<file path="config.mk">
export PLATFORM = sky130hd
export DESIGN_NAME = apb_master_flat
export DESIGN_NICKNAME = d
export VERILOG_FILES = /design/src/rtl/apb_master_if.sv /design/src/rtl/apb_master.sv /design/src/flat_wrapper.sv
export SDC_FILE = /design/constraint.sdc
export NUM_CORES = 1
export LEC_CHECK = 0
export BUFFER_PORTS_ARGS = -buffer_cell sky130_fd_sc_hd__buf_2
export CORE_MARGIN = 3
export CORE_UTILIZATION = 46
export DETAILED_ROUTE_END_ITERATION = 12
export GPL_ROUTABILITY_DRIVEN = 0
export PLACE_DENSITY_LB_ADDON = 0.3
export SLEW_MARGIN = 10
export SYNTH_ARGS = -nofsm -noshare
export SYNTH_HDL_FRONTEND = slang
export SYNTH_SLANG_ARGS = --single-unit
</file>
<file path="constraint.sdc">
create_clock -name PCLK -period 2.5 [get_ports PCLK]
set_input_delay 0.25 -clock PCLK [delete_from_list [all_inputs] [get_ports PCLK]]
set_output_delay 0.25 -clock PCLK [all_outputs]
set_load 0.05 [all_outputs]
</file>
<file path="src/rtl/apb_master_if.sv">
// rtl/apb_master_if.sv - APB3 bus bundle between the requester bridge and a register-file slave
interface apb_master_if #(
    parameter int ADDR_WIDTH = 16,
    parameter int DATA_WIDTH = 32
);
    logic                  PSELx;
    logic                  PENABLE;
    logic [ADDR_WIDTH-1:0] PADDR;
    logic                  PWRITE;
    logic [DATA_WIDTH-1:0] PWDATA;
    logic                  PREADY;
    logic [DATA_WIDTH-1:0] PRDATA;
    logic                  PSLVERR;

    modport master (
        output PSELx, PENABLE, PADDR, PWRITE, PWDATA,
        input  PREADY, PRDATA, PSLVERR
    );

    modport slave (
        input  PSELx, PENABLE, PADDR, PWRITE, PWDATA,
        output PREADY, PRDATA, PSLVERR
    );
endinterface

</file>
<file path="src/rtl/apb_master.sv">
// rtl/apb_master.sv - single-outstanding command/response to APB3 requester bridge with wait timeout
module apb_master #(
    parameter int DATA_WIDTH     = 32,
    parameter int ADDR_WIDTH     = 16,
    parameter int TIMEOUT_CYCLES = 16
) (
    input  logic                  PCLK,
    input  logic                  PRESETn,
    input  logic                  cmd_valid,
    output logic                  cmd_ready,
    input  logic [ADDR_WIDTH-1:0] cmd_addr,
    input  logic                  cmd_write,
    input  logic [DATA_WIDTH-1:0] cmd_wdata,
    output logic                  rsp_valid,
    output logic [DATA_WIDTH-1:0] rsp_rdata,
    output logic                  rsp_err,
    apb_master_if.master          apb
);
    localparam int CW = (TIMEOUT_CYCLES > 0) ? $clog2(TIMEOUT_CYCLES + 1) : 1;
    localparam bit TO_EN = (TIMEOUT_CYCLES != 0);
    // Counter value seen on the edge where the next low-PREADY cycle would reach the limit
    localparam logic [CW-1:0] TO_LAST = CW'(TIMEOUT_CYCLES - 1);

    typedef enum logic [1:0] {
        IDLE   = 2'd0,
        SETUP  = 2'd1,
        ACCESS = 2'd2,
        RESP   = 2'd3
    } state_t;

    state_t          state;
    logic [CW-1:0]   wait_cnt;

    always_ff @(posedge PCLK or negedge PRESETn) begin
        if (!PRESETn) begin
            state       <= IDLE;
            cmd_ready   <= 1'b1;
            rsp_valid   <= 1'b0;
            rsp_err     <= 1'b0;
            rsp_rdata   <= '0;
            apb.PSELx   <= 1'b0;
            apb.PENABLE <= 1'b0;
            apb.PADDR   <= '0;
            apb.PWRITE  <= 1'b0;
            apb.PWDATA  <= '0;
            wait_cnt    <= '0;
        end else begin
            case (state)
                IDLE: begin
                    if (cmd_valid) begin
                        apb.PADDR  <= cmd_addr;
                        apb.PWRITE <= cmd_write;
                        if (cmd_write) begin
                            apb.PWDATA <= cmd_wdata;
                        end
                        apb.PSELx  <= 1'b1;
                        cmd_ready  <= 1'b0;
                        wait_cnt   <= '0;
                        state      <= SETUP;
                    end
                end
                SETUP: begin
                    apb.PENABLE <= 1'b1;
                    state       <= ACCESS;
                end
                ACCESS: begin
                    // PREADY wins over the timeout when both land on the same edge
                    if (apb.PREADY) begin
                        rsp_rdata   <= (apb.PWRITE || apb.PSLVERR) ? '0 : apb.PRDATA;
                        rsp_err     <= apb.PSLVERR;
                        rsp_valid   <= 1'b1;
                        apb.PSELx   <= 1'b0;
                        apb.PENABLE <= 1'b0;
                        state       <= RESP;
                    end else begin
                        if (wait_cnt != {CW{1'b1}}) begin
                            wait_cnt <= wait_cnt + 1'b1;
                        end
                        if (TO_EN && (wait_cnt == TO_LAST)) begin
                            rsp_rdata   <= '0;
                            rsp_err     <= 1'b1;
                            rsp_valid   <= 1'b1;
                            apb.PSELx   <= 1'b0;
                            apb.PENABLE <= 1'b0;
                            state       <= RESP;
                        end
                    end
                end
                RESP: begin
                    rsp_valid <= 1'b0;
                    cmd_ready <= 1'b1;
                    state     <= IDLE;
                end
                default: begin
                    state <= IDLE;
                end
            endcase
        end
    end
endmodule

</file>
<file path="src/flat_wrapper.sv">
// flat-port wrapper written by rule: the top's interface ports become plain ports
module apb_master_flat 
#(
    parameter int DATA_WIDTH     = 32,
    parameter int ADDR_WIDTH     = 16,
    parameter int TIMEOUT_CYCLES = 16
)
  (PCLK, PRESETn, cmd_valid, cmd_ready, cmd_addr, cmd_write, cmd_wdata, rsp_valid, rsp_rdata, rsp_err, apb_PSELx, apb_PENABLE, apb_PADDR, apb_PWRITE, apb_PWDATA, apb_PREADY, apb_PRDATA, apb_PSLVERR);
  apb_master_if #(.ADDR_WIDTH(ADDR_WIDTH), .DATA_WIDTH(DATA_WIDTH)) apb_i ();
  input  logic PCLK;
  input  logic PRESETn;
  input  logic cmd_valid;
  output logic cmd_ready;
  input  logic [ADDR_WIDTH-1:0] cmd_addr;
  input  logic cmd_write;
  input  logic [DATA_WIDTH-1:0] cmd_wdata;
  output logic rsp_valid;
  output logic [DATA_WIDTH-1:0] rsp_rdata;
  output logic rsp_err;
  output wire logic [$bits(apb_i.PSELx)-1:0] apb_PSELx;
  output wire logic [$bits(apb_i.PENABLE)-1:0] apb_PENABLE;
  output wire logic [$bits(apb_i.PADDR)-1:0] apb_PADDR;
  output wire logic [$bits(apb_i.PWRITE)-1:0] apb_PWRITE;
  output wire logic [$bits(apb_i.PWDATA)-1:0] apb_PWDATA;
  input wire logic [$bits(apb_i.PREADY)-1:0] apb_PREADY;
  input wire logic [$bits(apb_i.PRDATA)-1:0] apb_PRDATA;
  input wire logic [$bits(apb_i.PSLVERR)-1:0] apb_PSLVERR;
  assign apb_PSELx = apb_i.PSELx;
  assign apb_PENABLE = apb_i.PENABLE;
  assign apb_PADDR = apb_i.PADDR;
  assign apb_PWRITE = apb_i.PWRITE;
  assign apb_PWDATA = apb_i.PWDATA;
  assign apb_i.PREADY = apb_PREADY;
  assign apb_i.PRDATA = apb_PRDATA;
  assign apb_i.PSLVERR = apb_PSLVERR;
  apb_master #(.DATA_WIDTH(DATA_WIDTH), .ADDR_WIDTH(ADDR_WIDTH), .TIMEOUT_CYCLES(TIMEOUT_CYCLES)) u_core (.PCLK(PCLK), .PRESETn(PRESETn), .cmd_valid(cmd_valid), .cmd_ready(cmd_ready), .cmd_addr(cmd_addr), .cmd_write(cmd_write), .cmd_wdata(cmd_wdata), .rsp_valid(rsp_valid), .rsp_rdata(rsp_rdata), .rsp_err(rsp_err), .apb(apb_i));
endmodule
</file>
* After elaboration in Yosys (flattened, before gate mapping) *
Index checks and enable logic that the tools add are counted.

operators by class
  add/subtract/negate cells = 1
  eq/ne operators = 9
  muxes and demuxes = 22
  reductions and logical operators = 16

operators with widths
  operator                                        count
  2-to-1 mux 32 bit                               3
  2-to-1 mux 5 bit                                3
  AND reduction 2 bit                             6
  case mux 5 bit (2 select lines)                 1
  nonzero test 2 bit                              5
  case mux 1 bit (2 select lines)                 4
  case mux 2 bit (4 select lines)                 1
  2-to-1 mux 1 bit                                7
  2-to-1 mux 2 bit                                3
  AND reduction 3 bit                             2
  adder 5 x 1 -> 5 bit (second input constant)    1
  == test 5 x 4 -> 1 bit (second input constant)  1
  != test 5 bit (second input constant)           1
  == test 2 bit (second input constant)           2
  != test 2 bit (second input constant)           2
  AND reduction 4 bit                             1
  != test 3 x 2 -> 1 bit (second input constant)  1
  == test 2 x 1 -> 1 bit (second input constant)  1
  zero test 2 bit                                 1
  != test 2 x 1 -> 1 bit (second input constant)  1
  logical OR 1 bit                                1

storage, ports and cells
  register bits after elaboration = 93
  input port bits = 86
  output and inout bits = 86
  logic and storage cells = 59

* Longest topological paths before layout *
  depth in word-level cells = 4
  mapped depth = 6
  depth with buffers taken out = 6

* Worst setup path before layout *
Ideal clock, no wire load.

  kind = reg-to-reg
  from = register u_core.wait_cnt[0]
  to = register u_core.wait_cnt[3]
  setup time = 0.077 ns
  arrival = 1.727 ns
  required time = 2.423 ns
  setup slack = 0.696 ns
  cell stages (with the launch flop) = 7
  buffers on the path = 0
  period minus slack after synthesis = 1.804 ns
  path through = dfrtp_1 -> ha_1 -> and3_1 -> ha_1 -> o21a_1 -> or4_1 -> a21oi_1

between the ends
  cells in the longest elaborated chain, start to end = 4
  elaborated cells on any way between the ends = 7
  classes of those cells = add/sub (1); eq/ne (2); mux (3); reduce/logical (1)

RTL lines
  item                             RTL line          text
  start, declared                  apb_master.sv:32  logic [CW-1:0] wait_cnt;
  start signal, assigned           apb_master.sv:77  wait_cnt <= wait_cnt + 1'b1;
  adder 5 x 1 -> 5 bit             apb_master.sv:77
  2-to-1 mux 5 bit                 apb_master.sv:76  if (wait_cnt != {CW{1'b1}}) begin
  2-to-1 mux 5 bit                 apb_master.sv:68  if (apb.PREADY) begin
  case mux 5 bit (2 select lines)  apb_master.sv:48  case (state)

Parallel ways exist; a longest one is shown, timed or not. The select of a mux whose other input is x is not followed.
A chain may end at the register's enable or synchronous reset.

* Final worst setup path *
  from = register u_core.state[0]
  to = register u_core.wait_cnt[3]

between the ends
  cells in the longest elaborated chain, start to end = 3
  elaborated cells on any way between the ends = 8
  classes of those cells = eq/ne (4); mux (1); reduce/logical (3)

RTL lines
  item                                                            RTL line          text
  start, declared                                                 apb_master.sv:31  state_t state;
  start signal, assigned                                          apb_master.sv:36  state <= IDLE;
  start signal, assigned                                          apb_master.sv:59  state <= SETUP;
  start signal, assigned                                          apb_master.sv:64  state <= ACCESS;
  == test 2 bit / zero test 2 bit (equally long branches)         apb_master.sv:48
  != test 2 x 1 -> 1 bit (no line), or another cell as far along  n/a
  AND reduction 4 bit (no line)                                   n/a

Parallel ways exist; a longest one is shown, timed or not.

==> flow_summary_export.csv <==
group,metric,value,unit
outcome,status,"finished clean",
critical_path,critPathLaunchType,"flip-flop",
sta,setup_violations,0,
critical_path,r2r-start,"u_core.state[0]$_DFFE_PN0P_",
critical_path,worstSetupPathType,"flip-flop to flip-flop",
synthesis,yosys.cell_count.top_type,"dfrtp_1",
finish,multiInputGateArea,1160,um^2
sta,hold_viol,0,
grt,first_global_vias,2615,
clocking,h-tree-depth,3,
synthesis,synth_ff_type,"dfrtp_1",
synthesis,syn_inst,242,
synthesis,yosysWarnings,0,
hold_path,hold_class,"input port to flip-flop",
sta,setup-tns-final,0,ns
finish,regArea,2330,um^2
sta,slew_headroom,45.0,%
critical_path,arrival,2.27,ns
grt,antenna_found_initial,0,
critical_path,endpoint_kind,"flip-flop",
clocking,cts_made_buffers,9,
die,rows,31,
die,die_w,94.0,um
clocking,root_buffer,"clkbuf_8",
critical_path,path_max_fanout,15,
drt,ant_nets,0,
clocking,cts.path.max_buffers,2,
die,core,7370,um^2
place,dp_hpwl,5890,um
die,die-area,8830,um^2
grt,grt_usage,18.2,%
grt,grt_pass1_wl,12500,um
drt,first_pass_iters,4,
sta,fin_skew,0.0129,ns
grt,grt_max_degree,50,
die,die_h,94.0,um
finish,antenna-diode-count,0,
synthesis,seq_area_frac_synth,65.4,%
sta,worst_slew_pin_slew,0.823,ns
clocking,cts_hold_buf,1,
place,io_buffers,171,
synthesis,synth.avg_cell_area,14.7,um^2
sta,slew_viol_final,0,
finish,nNetsFinal,511,
drt,wl_per_cell,15.1,um
synthesis,synth_top_area_share,64.7,%
place,preCtsSetupSlack,0.502,ns
clocking,cts.clk_slew.worst_paths,0.09,ns
grt,overflow,0,
die,initial_core_util,48.3,%
clocking,clk_latency,0.34,ns
synthesis,syn-cell-area,3560,um^2
clocking,cts_sinks,93,
synthesis,async_reset_ff_share,100,%
hold_path,hp-start,"apb_PRDATA[17]",
sta,rsz0062_at_grt,"false",
drt,drc,0,
synthesis,synth_edf_count,0,
finish,area_delta_synth_final,34.2,%
drt,viasPerCell,4.96,
synthesis,synth_cell_type_count,29,
run,maxCapViolations,0,
synthesis,ys_top_cells_by_count,"dfrtp_1, mux2_2, a22o_1",
synthesis,ys_ff_latch,93,
clocking,post_cts_resized,0,
critical_path,cp.required,2.77,ns
clocking,cts_tree,"done",
sta,fmax,500,MHz
drt,wl,7860,um
synthesis,syn-num-nets,334,
drt,vias,2587,
sta,post-route-period-util,80.0,%
critical_path,crit_start,"u_core.state[0]$_DFFE_PN0P_",
synthesis,synth_top_area_cell,"dfrtp_1",
drt,drt_iter0_markers,76,
finish,fillers,582,
clocking,post_cts_buffers,0,
die,pin_count,172,
finish,drive_gt1_share,57.4,%
synthesis,synth.top_cells.by_area,"dfrtp_1, mux2_2, a22o_1",
sta,layout_setup_ws,0.501,ns
finish,fin_util,64.8,%
sta,period_minus_slack,2.00,ns
-- cell type report --
type | instances | area share, %
repair buffers | 178 | 19.6
clock buffers | 10 | 2.88
well taps | 99 | 2.59
inverters | 7 | 0.550
flip-flops and latches | 93 | 48.8
multi-input cells | 130 | 24.3
clock inverters | 5 | 1.26
-- critical path, stage by stage, from the launching register on --
cell and delay (ns):
dfrtp_1 0.41, inv_1 0.09, ha_1 0.47, mux2i_1 0.27, or4_1 0.54, a21oi_1 0.15
-- registers in the layout, indices dropped and copies added, names as in the netlist --
name / cells
u_core.apb.PADDR: 16
u_core.apb.PENABLE: 1
u_core.apb.PSELx: 1
u_core.apb.PWDATA: 32
u_core.apb.PWRITE: 1
u_core.cmd_ready: 1
u_core.rsp_err: 1
u_core.rsp_rdata: 32
u_core.rsp_valid: 1
u_core.state: 2
u_core.wait_cnt: 5
-- per-layer routing --
layer	routed length (um)	global-route usage (%)	vias up
li1	-	-	1226
met1	3170	22.6	1254
met2	4020	30.9	105
met3	645	5.85	2
met4	24	4.33	0
met5	0	0	-
-- cell families (layout without fill, tap and decap cells) --
logic type | count (synthesis) | count (layout) | share of synthesized area (%)
flip-flops | 93 | 93 | 65.4
AO/OA/AOI/OAI | 54 | 54 | 11.5
multiplexers | 51 | 51 | 16.0
AND/OR/NAND/NOR | 19 | 19 | 2.85
buffers and inverters | 19 | 200 | 2.14
adder cells (fa/ha/maj) | 6 | 6 | 2.11
-- through the flow --
stage                     cells  hold WS [ns]  cell area, um^2
after floorplan             242       -0.0456             3560
after global placement      506         0.281             4570
after detailed placement    506         0.290             4570
after CTS                   522        0.0975             4780
after global routing        522        0.0971             4780
final                       522         0.116             4780
-- cell usage in the layout (no fill, tap or decap), types with 2 or more instances in the layout --
cell type / Yosys / layout
inv_1: 7 / 7
o21ai_0: 10 / 10
dfrtp_1: 92 / 92
mux2_2: 48 / 48
nand3_1: 3 / 3
buf_2: 4 / 170
nor2_1: 3 / 2
ha_1: 6 / 6
nand2b_1: 2 / 2
clkbuf_8: 0 / 10
a22o_1: 32 / 32
a21oi_1: 4 / 4
buf_12: 0 / 2
buf_4: 0 / 5
nand2_1: 4 / 4
o21a_1: 2 / 2
nor2b_1: 2 / 2
mux2i_1: 3 / 3
-- final timing paths --
path / to / slack (ns) / cells after the start
worst max-delay path: u_core.wait_cnt[3]$_DFFE_PN0P_ / 0.50 / 5
worst min-delay path: u_core.rsp_rdata[17]$_DFFE_PN0P_ / 0.12 / 2
min in group asynchronous: u_core.apb.PADDR[13]$_DFFE_PN0P_ / 0.43 / 2
max in group asynchronous: u_core.cmd_ready$_DFFE_PN1P_ / 1.39 / 3
worst min register to register: u_core.cmd_ready$_DFFE_PN1P_ / 0.48 / 2
worst max register to register: u_core.wait_cnt[3]$_DFFE_PN0P_ / 0.50 / 5
Power is left out: the tool's default activity adds up to more than one toggle a clock period on the data nets, which glitch-free logic cannot reach.
